$ cat src/rtl/cpu_types_pkg.sv
// rtl/cpu_types_pkg.sv - shared CPU types and hazard-control encodings.
package cpu_types_pkg;

  typedef logic [4:0] regbits_t;

  typedef enum logic [1:0] {
    RUN   = 2'd0,
    DWAIT = 2'd1,
    HALT  = 2'd2
  } hazard_state_t;

  typedef struct packed {
    logic pc_en;
    logic ifid_en;
    logic ifid_flush;
    logic idex_en;
    logic idex_flush;
    logic exmem_en;
    logic exmem_flush;
    logic memwb_en;
    logic halted;
  } hazard_ctrl_t;

  localparam hazard_ctrl_t CTRL_IDLE = '0;

  localparam hazard_ctrl_t CTRL_HALT = '{
    pc_en: 1'b0, ifid_en: 1'b0, ifid_flush: 1'b0, idex_en: 1'b0, idex_flush: 1'b0,
    exmem_en: 1'b0, exmem_flush: 1'b0, memwb_en: 1'b0, halted: 1'b1};

  localparam hazard_ctrl_t CTRL_NORMAL = '{
    pc_en: 1'b1, ifid_en: 1'b1, ifid_flush: 1'b0, idex_en: 1'b1, idex_flush: 1'b0,
    exmem_en: 1'b1, exmem_flush: 1'b0, memwb_en: 1'b1, halted: 1'b0};

  // Squash the two younger stages; the redirected PC is loaded this cycle.
  localparam hazard_ctrl_t CTRL_REDIRECT = '{
    pc_en: 1'b1, ifid_en: 1'b0, ifid_flush: 1'b1, idex_en: 1'b0, idex_flush: 1'b1,
    exmem_en: 1'b1, exmem_flush: 1'b0, memwb_en: 1'b1, halted: 1'b0};

  // Hold PC and IF/ID, inject a bubble into ID/EX, let older stages drain.
  localparam hazard_ctrl_t CTRL_BUBBLE = '{
    pc_en: 1'b0, ifid_en: 1'b0, ifid_flush: 1'b0, idex_en: 1'b1, idex_flush: 1'b1,
    exmem_en: 1'b1, exmem_flush: 1'b0, memwb_en: 1'b1, halted: 1'b0};

  function automatic logic load_use_hazard(
    input logic     dren,
    input regbits_t wsel,
    input regbits_t rs,
    input regbits_t rt
  );
    return dren && (wsel != '0) && ((wsel == rs) || (wsel == rt));
  endfunction

endpackage

$ cat src/rtl/hazard_perf_ctr.sv
// rtl/hazard_perf_ctr.sv - saturating performance event counter.
module hazard_perf_ctr #(
  parameter int CNT_W = 32
) (
  input  logic             CLK,
  input  logic             nRST,
  input  logic             inc,
  output logic [CNT_W-1:0] count
);

  localparam logic [CNT_W-1:0] ONE = {{(CNT_W-1){1'b0}}, 1'b1};

  always_ff @(posedge CLK or negedge nRST) begin
    if (!nRST) begin
      count <= '0;
    end else if (inc && (count != '1)) begin
      count <= count + ONE;
    end
  end

endmodule

$ cat src/rtl/hazard_unit.sv
// rtl/hazard_unit.sv - pipeline stall/flush/halt control with perf counters.
module hazard_unit
  import cpu_types_pkg::*;
#(
  parameter int CNT_W = 32
) (
  input  logic             CLK,
  input  logic             nRST,
  input  logic             ihit,
  input  logic             dhit,
  input  regbits_t         rs_id,
  input  regbits_t         rt_id,
  input  logic             dREN_ex,
  input  regbits_t         wsel_ex,
  input  logic             brTaken_ex,
  input  logic             dREN_mem,
  input  logic             dWEN_mem,
  input  logic             halt_wb,
  output logic             pcEN,
  output logic             ifidEN,
  output logic             ifidFlush,
  output logic             idexEN,
  output logic             idexFlush,
  output logic             exmemEN,
  output logic             exmemFlush,
  output logic             memwbEN,
  output logic             halted,
  output logic [CNT_W-1:0] stallCnt,
  output logic [CNT_W-1:0] flushCnt
);

  hazard_state_t state_q, state_d;
  hazard_ctrl_t  ctrl;
  logic          stall_inc, flush_inc;
  logic          dmem_pending, load_use;

  assign dmem_pending = dREN_mem || dWEN_mem;
  assign load_use     = load_use_hazard(dREN_ex, wsel_ex, rs_id, rt_id);

  always_ff @(posedge CLK or negedge nRST) begin
    if (!nRST) begin
      state_q <= RUN;
    end else begin
      state_q <= state_d;
    end
  end

  // Outputs are gated by nRST so every enable drops the moment reset asserts.
  always_comb begin
    ctrl      = CTRL_IDLE;
    state_d   = state_q;
    stall_inc = 1'b0;
    flush_inc = 1'b0;
    if (nRST) begin
      if ((state_q == HALT) || halt_wb) begin
        ctrl    = CTRL_HALT;
        state_d = HALT;
      end else if (dmem_pending && !dhit) begin
        state_d = DWAIT;
      end else begin
        state_d = RUN;
        if (brTaken_ex) begin
          ctrl      = CTRL_REDIRECT;
          flush_inc = 1'b1;
        end else if (load_use || !ihit) begin
          ctrl      = CTRL_BUBBLE;
          stall_inc = 1'b1;
        end else begin
          ctrl = CTRL_NORMAL;
        end
      end
    end
  end

  assign pcEN       = ctrl.pc_en;
  assign ifidEN     = ctrl.ifid_en;
  assign ifidFlush  = ctrl.ifid_flush;
  assign idexEN     = ctrl.idex_en;
  assign idexFlush  = ctrl.idex_flush;
  assign exmemEN    = ctrl.exmem_en;
  assign exmemFlush = ctrl.exmem_flush;
  assign memwbEN    = ctrl.memwb_en;
  assign halted     = ctrl.halted;

  hazard_perf_ctr #(.CNT_W(CNT_W)) u_stall_ctr (
    .CLK   (CLK),
    .nRST  (nRST),
    .inc   (stall_inc),
    .count (stallCnt)
  );

  hazard_perf_ctr #(.CNT_W(CNT_W)) u_flush_ctr (
    .CLK   (CLK),
    .nRST  (nRST),
    .inc   (flush_inc),
    .count (flushCnt)
  );

endmodule

$ cat config.mk
export PLATFORM = sky130hd
export DESIGN_NAME = hazard_unit
export DESIGN_NICKNAME = d
export VERILOG_FILES = /design/src/rtl/cpu_types_pkg.sv /design/src/rtl/hazard_perf_ctr.sv /design/src/rtl/hazard_unit.sv
export SDC_FILE = /design/constraint.sdc
export NUM_CORES = 1
export LEC_CHECK = 0
export CAP_MARGIN = 10
export CORE_ASPECT_RATIO = 1.25
export CORE_MARGIN = 5
export CORE_UTILIZATION = 40
export DETAILED_ROUTE_END_ITERATION = 12
export GPL_TIMING_DRIVEN = 0
export PLACE_DENSITY = 0.67
export SYNTH_ARGS = -nofsm -noshare
export SYNTH_HDL_FRONTEND = slang
export SYNTH_HIERARCHICAL = 1
export SYNTH_SLANG_ARGS = --single-unit
$ cat constraint.sdc
create_clock -name CLK -period 7.6 [get_ports CLK]
set_clock_uncertainty 0.15 [all_clocks]
set_input_delay 1.14 -clock CLK [delete_from_list [all_inputs] [get_ports CLK]]
set_output_delay 1.14 -clock CLK [all_outputs]
set_load 0.05 [all_outputs]
==> flow_metrics.tcl, run 1 <==
set metrics [dict create \
    outcome "complete, no violations" \
    grt.total_usage_pct 17.1 \
    wl_per_cell_um 15.6 \
    io_buffers 95 \
    viasPerCell 5.24 \
    antenna_found_initial 0 \
    maxCapViolCount 0 \
    first_pass_iters 5 \
    rr_startpoint "state_q[1]$_DFFE_PN0P_" \
    grt_overflow 0 \
    crit_path_max_fanout 72 \
    cts_hold_buf 0 \
    setup_violations 0 \
    die_y_um 116 \
    path_cells "buf_4, and4_1, clkbuf_1, and2_1, clkdlybuf4s50_1" \
    hold_start "state_q[0]$_DFFE_PN0P_" \
    drv_slew 0 \
    fp.coreArea_um2 8750 \
    worst-endpoint-arrival_ns 3.62 \
    ys_seq_area_share_pct 46.0 \
    drc 0 \
    syn_nets 375 \
    finalCriticalPeriod_ns 4.91 \
    start_util_pct 41.0 \
    hpwlAfterDp_um 6660 \
    drive_gt1_share_pct 9.35 \
    wirelength_um 9050 \
    die-area_um2 11000 \
    finalWorstSetupSlack_ns 2.69 \
    max_stage_delay_ns 0.87 \
    p_total_w 0.000907 \
    hold_viol_final 0 \
    synthCells 349 \
    r2r_setup_slack_ns 4.46 \
    tightestPinTransition_ns 0.857 \
    gp_congestion 0.803 \
    rsz0062_at_grt "false" \
    cts.repair.resized 0 \
    synth_top_area_share_pct 46.0 \
    antenna_cells 0 \
    rr_endpoint "u_stall_ctr/count[15]$_DFFE_PN0P_" \
    r2r_cells 10 \
    yosysTopAreaCell "dfrtp_1" \
    drtIter0Drc 96 \
    leakage_nw 1.93 \
    drtAntennaViolNets 0 \
    layout_common_cells "clkdlybuf4s50_1 (94), dfrtp_1 (66), xnor2_1 (58), nand2_1 (37), nand3_1 (33)" \
    pre_cts_ws_ns 2.65 \
    post_cts_buffers 0 \
    ys_ff_latch 66 \
    htree_levels 3 \
    slew_headroom_pct 42.8 \
    vias 3042 \
    crit_slowest_cell "clkdlybuf4s50_1" \
    nets 481 \
    min_path_type "reg -> reg" \
    ios 97 \
    path_class "in -> out" \
    hold_end "state_q[0]$_DFFE_PN0P_" \
    grt_pass1_vias 3041 \
    clock_latency_ns 0.34 \
    post-route-period-util_pct 64.6 \
    cts_root_buf "clkbuf_8" \
    setup_tns_ns 0 \
    area_growth_pct 37.4 \
    synth-warning-count 6 \
    yosys.cell_types.count 43 \
    cp.required_ns 6.31 \
    clockBufferDepth 2 \
    pwr_density_cell_nw_per_um2 184 \
    die_x_um 94.7 \
    cts_buffers 9 \
    synth_area_leaders "dfrtp_1 (46%), xnor2_1 (14%), nand4_1 (5.2%), nand3_1 (4.6%), nand2_1 (3.9%)" \
    end_kind "output port" \
    synth_area_um2 3590 \
    fmax_ghz 0.204 \
    placementRows 38 \
    holdPathStages 1 \
    cp-start-kind "primary input" \
    grt_pass1_wl_um 14700 \
    grt_max_degree 73 \
    layout_commonest_cell "clkdlybuf4s50_1" \
    clkSinkCount 66 \
    ir_drop_mv 0.158 \
    avgSynthCellArea_um2 10.3 \
    cts_tree "built" \
    clk_pin_slew_ns 0.07 \
]
==> worst max path at each step <==
stage / to / from / cells after the start
2_1_floorplan: idexFlush / dWEN_mem / 5
3_3_place_gp: ifidFlush / nRST / 5
3_5_place_dp: ifidFlush / nRST / 5
4_1_cts: ifidFlush / nRST / 5
5_1_grt: ifidFlush / nRST / 5
6_report: ifidFlush / nRST / 5
==> report_power, final <==
group,leakage (nW),total [W],internal (W),switching (W)
logic,0.908,0.000160,0.0000604,0.0000998
registers,0.909,0.000389,0.000368,0.0000210
clock network,0.117,0.000358,0.000219,0.000139
==> Yosys cell counts <==
| library cell | count |
|---|---|
| o22a_1 | 1 |
| mux2_2 | 2 |
| and2_1 | 1 |
| o211ai_1 | 4 |
| xnor2_1 | 58 |
| nor2b_1 | 3 |
| nor4_1 | 6 |
| nor4_4 | 2 |
| or4_1 | 1 |
| conb_1 | 1 |
| nand3_1 | 33 |
| nand4_1 | 30 |
| inv_1 | 6 |
| nand2b_1 | 1 |
| nor3_1 | 6 |
| o22ai_1 | 2 |
| clkbuf_1 | 3 |
| a211oi_2 | 1 |
| o21bai_1 | 1 |
| o21a_1 | 2 |
| nand3b_1 | 2 |
| o21ai_0 | 4 |
| buf_6 | 2 |
| a31oi_1 | 3 |
| mux2_1 | 2 |
| nand4_2 | 2 |
| nand2_1 | 37 |
| a22o_1 | 1 |
| nand2_2 | 2 |
| xor2_1 | 10 |
| a21oi_1 | 4 |
| buf_4 | 2 |
| nor2_1 | 18 |
| nor4_2 | 2 |
| a21boi_0 | 1 |
| nor3_2 | 4 |
| and3_1 | 4 |
| dfrtp_1 | 66 |
| or4_4 | 4 |
| nand3_2 | 2 |
| o31ai_4 | 2 |
| ha_1 | 2 |
| and4_1 | 9 |
==> worst max-delay path, delay by kind of cell <==
kind,cells,cell delay (ns)
buf+inv,3,1.76
simple gates,2,0.67
==> sequential cells by signal, summed over array words and instances (netlist names) <==
signal / flops
state_q: 2
u_flush_ctr/count: 32
u_stall_ctr/count: 32
==> kinds of logic after synthesis <==
group                      count (synthesis)  synth area share (%)
muxes                                      4                  1.25
xor gates and xnor gates                  68                  16.6
other                                      1                 0.104
and+or+nand+nor                          169                  27.7
buffers and inverters                     13                  1.99
DFF                                       66                  46.0
AOI/OAI and AO/OA                         26                  5.68
adders and majority gates                  2                 0.697
==> stage by stage <==
step / utilization, % / area [µm²] / hold WS [ns] / instances
finish: 56.4 / 4930 / 0.355 / 580
global route: 56.4 / 4930 / 0.397 / 580
CTS: 56.4 / 4930 / 0.359 / 580
detailed placement: 53.6 / 4690 / 0.343 / 564
global placement: 53.6 / 4690 / 0.343 / 564
floorplan: - / 3590 / 0.327 / 349
==> layout make-up <==
type	count	area (µm²)
clock buffers	10	128
fillers	811	3820
repair buffers	95	948
well taps	120	150
multi-input cells	270	1870
inverters	6	22.5
plain buffers	7	48.8
flip-flops and latches	66	1650
clock inverters	6	115
==> metal layers <==
| metal | share of wire [%] | track usage (%) |
|---|---|---|
| met5 | 0 | 0 |
| met4 | 1.3 | 6.74 |
| met1 | 41 | 20.6 |
| met2 | 51 | 29.0 |
| met3 | 7.1 | 4.81 |
(Power assumes the default switching activity.)
==> run 2: changes to the inputs <==
--- a/config.mk
+++ b/config.mk
@@ -11,7 +11,7 @@
 export CORE_UTILIZATION = 40
 export DETAILED_ROUTE_END_ITERATION = 12
 export GPL_TIMING_DRIVEN = 0
-export PLACE_DENSITY = 0.67
+export PLACE_DENSITY = 0.7
 export SYNTH_ARGS = -nofsm -noshare
 export SYNTH_HDL_FRONTEND = slang
 export SYNTH_HIERARCHICAL = 1
==> constraint.sdc (replaced) <==
create_clock -name CLK -period 4.46 [get_ports CLK]
set_clock_uncertainty 0.15 [all_clocks]
set_input_delay 0.669 -clock CLK [delete_from_list [all_inputs] [get_ports CLK]]
set_output_delay 0.669 -clock CLK [all_outputs]
set_load 0.05 [all_outputs]
==> flow_metrics.tcl, run 2 (synthesis gave the netlist of run 1 again) <==
set metrics [dict create \
    outcome "complete, no violations" \
    p_int_w 0.00106 \
    r2r_setup_slack_ns 1.33 \
    dpl_cell_area_um2 4690 \
    clk_pin_slew_ns 0.08 \
    multi_input_area_um2 1870 \
    worst-path-stages 5 \
    fmax_ghz 0.254 \
    seq_power_share_pct 44.0 \
    cts_root_buf "clkbuf_8" \
    path_cells "buf_4, and4_1, clkbuf_1, and2_1, clkdlybuf4s50_1" \
    cp.required_ns 3.64 \
    vias 3102 \
    clkSinkCount 66 \
    cts_buffers 9 \
    clockBufferDepth 2 \
    end_kind "output port" \
    htree_levels 3 \
    switchingPower_w 0.000445 \
    fillerInstances 813 \
    maxCapViolCount 0 \
    grt_pass1_wl_um 14900 \
    rsz0062_at_grt "false" \
    die_y_um 116 \
    placementRows 38 \
    holdWs_ns 0.289 \
    critPathTopFamily "buffers and inverters" \
    wl_per_cell_um 15.5 \
    drc 0 \
    grt_pass1_vias 3131 \
    postLayoutCellArea_um2 4920 \
    combinationalPowerShare_pct 18.2 \
    crit_slowest_cell "clkdlybuf4s50_1" \
    leakage_nw 1.93 \
    finalCriticalPeriod_ns 3.93 \
    grt_overflow 0 \
    drtAntennaViolNets 0 \
    grt_max_degree 73 \
    worst-endpoint-arrival_ns 3.12 \
    pwr_density_cell_nw_per_um2 306 \
    ir_drop_mv 0.231 \
    cts_tree "built" \
    fp.coreArea_um2 8750 \
    layout_commonest_cell "clkdlybuf4s50_1" \
    layout_common_cells "clkdlybuf4s50_1 (94), dfrtp_1 (66), xnor2_1 (58), nand2_1 (37), nand3_1 (33)" \
    min_path_type "in -> async" \
    antenna_found_initial 0 \
    drtIter0Drc 113 \
    cp-start-kind "primary input" \
    max_stage_delay_ns 0.88 \
    ios 97 \
    post-route-period-util_pct 88.2 \
    io_buffers 95 \
    hold_viol_final 0 \
    area_growth_pct 36.9 \
    pwr-share-clk_pct 37.9 \
    tightestPinTransition_ns 0.845 \
    crit_path_max_fanout 72 \
    r2r_cells 11 \
    viasPerCell 5.35 \
    critical_path_buf_inv_count 3 \
    final_util_pct 56.2 \
    path_class "in -> out" \
    final-seq-area_um2 1650 \
    slew_headroom_pct 43.7 \
    cts.repair.resized 0 \
    p_total_w 0.00151 \
    netSwitchingFraction_pct 29.6 \
    start_util_pct 41.0 \
    setup_violations 0 \
    nets 481 \
    hpwlAfterDp_um 6640 \
    setup_tns_ns 0 \
    gp_congestion 0.844 \
    grt.total_usage_pct 17.2 \
    clock_latency_ns 0.34 \
    drive_gt1_share_pct 9.57 \
    post_cts_buffers 0 \
    die-area_um2 11000 \
    reg_top3 "u_flush_ctr/count: 32 flops, u_stall_ctr/count: 32 flops, state_q: 2 flops" \
    drv_slew 0 \
    wirelength_um 9010 \
    cts_hold_buf 0 \
    die_x_um 94.7 \
    antenna_cells 0 \
    first_pass_iters 4 \
]
[run 2: cell types whose count changed in the layout (fill, tap and decap cells not counted)]
| cell | change |
|---|---|
| clkinv_4 | -2 |
| clkinv_2 | +1 |
| inv_6 | +1 |
| clkinvlp_4 | +1 |
| clkbuf_1 | -1 |
| clkbuf_8 | +1 |
| bufinv_16 | -1 |
[run 2: cell type report]
cell class                      count  area share (%)
Tap cell                          120            3.05
Sequential cell                    66            33.6
Inverter                            6           0.458
Timing Repair Buffer               95            19.3
Buffer                              7           0.993
Multi-Input combinational cell    270            38.0
Clock inverter                      6            1.81
Clock buffer                       10            2.80
[run 2: worst register-to-register path, delay by kind of cell, from the launching register on]
| kind | cells | cell delay, ns |
|---|---|---|
| xor+xnor | 1 | 0.17 |
| simple gates | 7 | 1.23 |
| flops | 1 | 0.40 |
| buf+inv | 2 | 0.58 |
| compound gates | 1 | 0.53 |
[run 2: power by group through the flow]
| stage | logic, W | clock network [W] | registers [W] |
|---|---|---|---|
| after floorplan | 0.0000779 | 0 | 0.000757 |
| after global placement | 0.000273 | 0 | 0.000673 |
| after detailed placement | 0.000276 | 0 | 0.000674 |
| after CTS | 0.000277 | 0.000590 | 0.000662 |
| after global routing | 0.000294 | 0.000622 | 0.000669 |
| final | 0.000273 | 0.000570 | 0.000662 |
[run 2: through the flow]
step / setup WS, ns / std cells
floorplan: 0.881 / 349
CTS: 0.448 / 580
global placement: -1.83 / 564
detailed placement: 0.274 / 564
global route: 0.212 / 580
finish: 0.526 / 580
[run 2: final timing paths]
path,start,end
setup / recovery,nRST,ifidFlush
setup reg to reg,state_q[1]$_DFFE_PN0P_,u_stall_ctr/count[29]$_DFFE_PN0P_
min in group CLK,u_flush_ctr/count[31]$_DFFE_PN0P_,u_flush_ctr/count[31]$_DFFE_PN0P_
max in group asynchronous,nRST,u_stall_ctr/count[7]$_DFFE_PN0P_
hold reg to reg,u_flush_ctr/count[31]$_DFFE_PN0P_,u_flush_ctr/count[31]$_DFFE_PN0P_
hold / removal,nRST,u_flush_ctr/count[21]$_DFFE_PN0P_
[run 2: per-layer routing]
metal	track usage [%]	up-vias	wire [µm]
li1	-	1480	-
met1	20.8	1522	3840
met2	29.3	90	4570
met3	4.55	10	482
met4	6.64	0	114
met5	0	-	0
==> run 3: changes to the inputs <==
--- a/config.mk
+++ b/config.mk
@@ -9,9 +9,11 @@
 export CORE_ASPECT_RATIO = 1.25
 export CORE_MARGIN = 5
 export CORE_UTILIZATION = 40
+export CTS_CLUSTER_DIAMETER = 40
 export DETAILED_ROUTE_END_ITERATION = 12
+export DONT_BUFFER_PORTS = 1
 export GPL_TIMING_DRIVEN = 0
-export PLACE_DENSITY = 0.7
+export PLACE_DENSITY = 0.55
 export SYNTH_ARGS = -nofsm -noshare
 export SYNTH_HDL_FRONTEND = slang
 export SYNTH_HIERARCHICAL = 1
==> flow_metrics.tcl, run 3 (synthesis gave the netlist of run 1 again) <==
set metrics [dict create \
    htree_levels 3 \
    path_class "reg -> reg" \
    drtAntennaViolNets 0 \
    die_y_um 116 \
    drc 0 \
    worst-endpoint-arrival_ns 3.82 \
    post_cts_buffers 0 \
    pwr_density_cell_nw_per_um2 355 \
    fillerInstances 887 \
    antenna_cells 0 \
    placed_cells 469 \
    finalCriticalPeriod_ns 3.72 \
    hold_viol_final 0 \
    grt_max_degree 67 \
    min_path_type "in -> async" \
    end_kind "flip-flop" \
    io_buffers 0 \
    stdcell_count 486 \
    antenna_found_initial 0 \
    grt_pass1_vias 2807 \
    slew_headroom_pct 19.0 \
    rsz0062_at_grt "false" \
    drive_gt1_share_pct 12.0 \
    vias 2690 \
    start_util_pct 41.0 \
    outcome "complete, no violations" \
    r2r_setup_slack_ns 0.74 \
    reg_top3 "u_flush_ctr/count: 32 flops, u_stall_ctr/count: 32 flops, state_q: 2 flops" \
    maxCapViolCount 0 \
    path_cells "nand2b_1, and4_1, clkbuf_1, nand2_1, o22ai_1, and3_1, nor2b_1, clkbuf_1, nand4_1, nor4_2, xor2_1" \
    leakage_nw 1.60 \
    wirelength_um 8610 \
    cts.repair.resized 0 \
    clkSinkCount 66 \
    ir_drop_mv 0.218 \
    rr_startpoint "state_q[1]$_DFFE_PN0P_" \
    rr_endpoint "u_stall_ctr/count[29]$_DFFE_PN0P_" \
    critical_path_buf_inv_count 2 \
    cp.required_ns 4.56 \
    grt_overflow 0 \
    layout_commonest_cell "dfrtp_1" \
    tightestPinTransition_ns 1.21 \
    crit_slowest_cell "clkbuf_1" \
    clk_pin_slew_ns 0.07 \
    cp-start-kind "flip-flop" \
    first_pass_iters 4 \
    grt.total_usage_pct 17.0 \
    hpwlAfterDp_um 6460 \
    holdWs_ns 0.0538 \
    ios 97 \
    cts_buffers 9 \
    cts_tree "built" \
    setup_tns_ns 0 \
    fmax_ghz 0.269 \
    viasPerCell 5.53 \
    area_growth_pct 11.3 \
    drtIter0Drc 105 \
    clock_latency_ns 0.34 \
    post-route-period-util_pct 83.3 \
    cts_root_buf "clkbuf_8" \
    grt_pass1_wl_um 14400 \
    die_x_um 94.7 \
    critPathTopFamily "simple AND/OR/NAND/NOR gates" \
    postLayoutCellArea_um2 4000 \
    drv_slew 0 \
    setup_violations 0 \
    die-area_um2 11000 \
    clockBufferDepth 2 \
    crit_path_max_fanout 8 \
    dpl_cell_area_um2 3740 \
    cp_common_cell "clkbuf_1" \
    fp.coreArea_um2 8750 \
    placementRows 38 \
    max_stage_delay_ns 0.64 \
    r2r_cells 11 \
    cts_hold_buf 1 \
    gp_congestion 0.770 \
    nets 387 \
    layout_common_cells "dfrtp_1 (66), xnor2_1 (58), nand2_1 (37), nand3_1 (33), nand4_1 (30)" \
    wl_per_cell_um 17.7 \
]
## run 3: where the power goes
group	internal, W	switching (W)	total [W]
combinational	0.0000423	0.0000610	0.000103
clock	0.000331	0.000231	0.000562
sequential	0.000624	0.000131	0.000755
## run 3: per-layer routing
layer / vias up / track usage (%) / share of wire (%)
li1: 1285 / - / -
met4: 0 / 6.54 / 0.84
met5: - / 0 / 0
met2: 81 / 27.5 / 49
met3: 6 / 6.88 / 8.4
met1: 1318 / 20.2 / 41
## run 3: area by class of cell
type	count	area (µm²)	area share, %
well taps	120	150	3.76
repair buffers	1	27.5	0.689
flip-flops and latches	66	1650	41.3
multi-input cells	270	1870	46.7
clock inverters	6	90.1	2.25
plain buffers	7	48.8	1.22
inverters	6	22.5	0.564
clock buffers	10	138	3.44
## run 3: metrics by stage
stage / util, % / power (W) / worst slack, ns
3_5_place_dp: 42.8 / 0.000859 / 0.378
4_1_cts: 45.7 / 0.00145 / 0.704
2_1_floorplan: - / 0.000835 / 0.881
5_1_grt: 45.7 / 0.00149 / 0.445
6_report: 45.7 / 0.00142 / 0.744
3_3_place_gp: 42.8 / 0.000852 / 0.511
## run 3: worst max path at each step
| stage | start | endpoint | cells past startpoint |
|---|---|---|---|
| floorplan | dWEN_mem | idexFlush | 5 |
| global placement | dWEN_mem | u_stall_ctr/count[29]$_DFFE_PN0P_ | 11 |
| detailed placement | dWEN_mem | u_stall_ctr/count[29]$_DFFE_PN0P_ | 11 |
| CTS | state_q[0]$_DFFE_PN0P_ | u_stall_ctr/count[29]$_DFFE_PN0P_ | 11 |
| global route | state_q[0]$_DFFE_PN0P_ | u_stall_ctr/count[29]$_DFFE_PN0P_ | 11 |
| finish | state_q[1]$_DFFE_PN0P_ | u_stall_ctr/count[29]$_DFFE_PN0P_ | 11 |
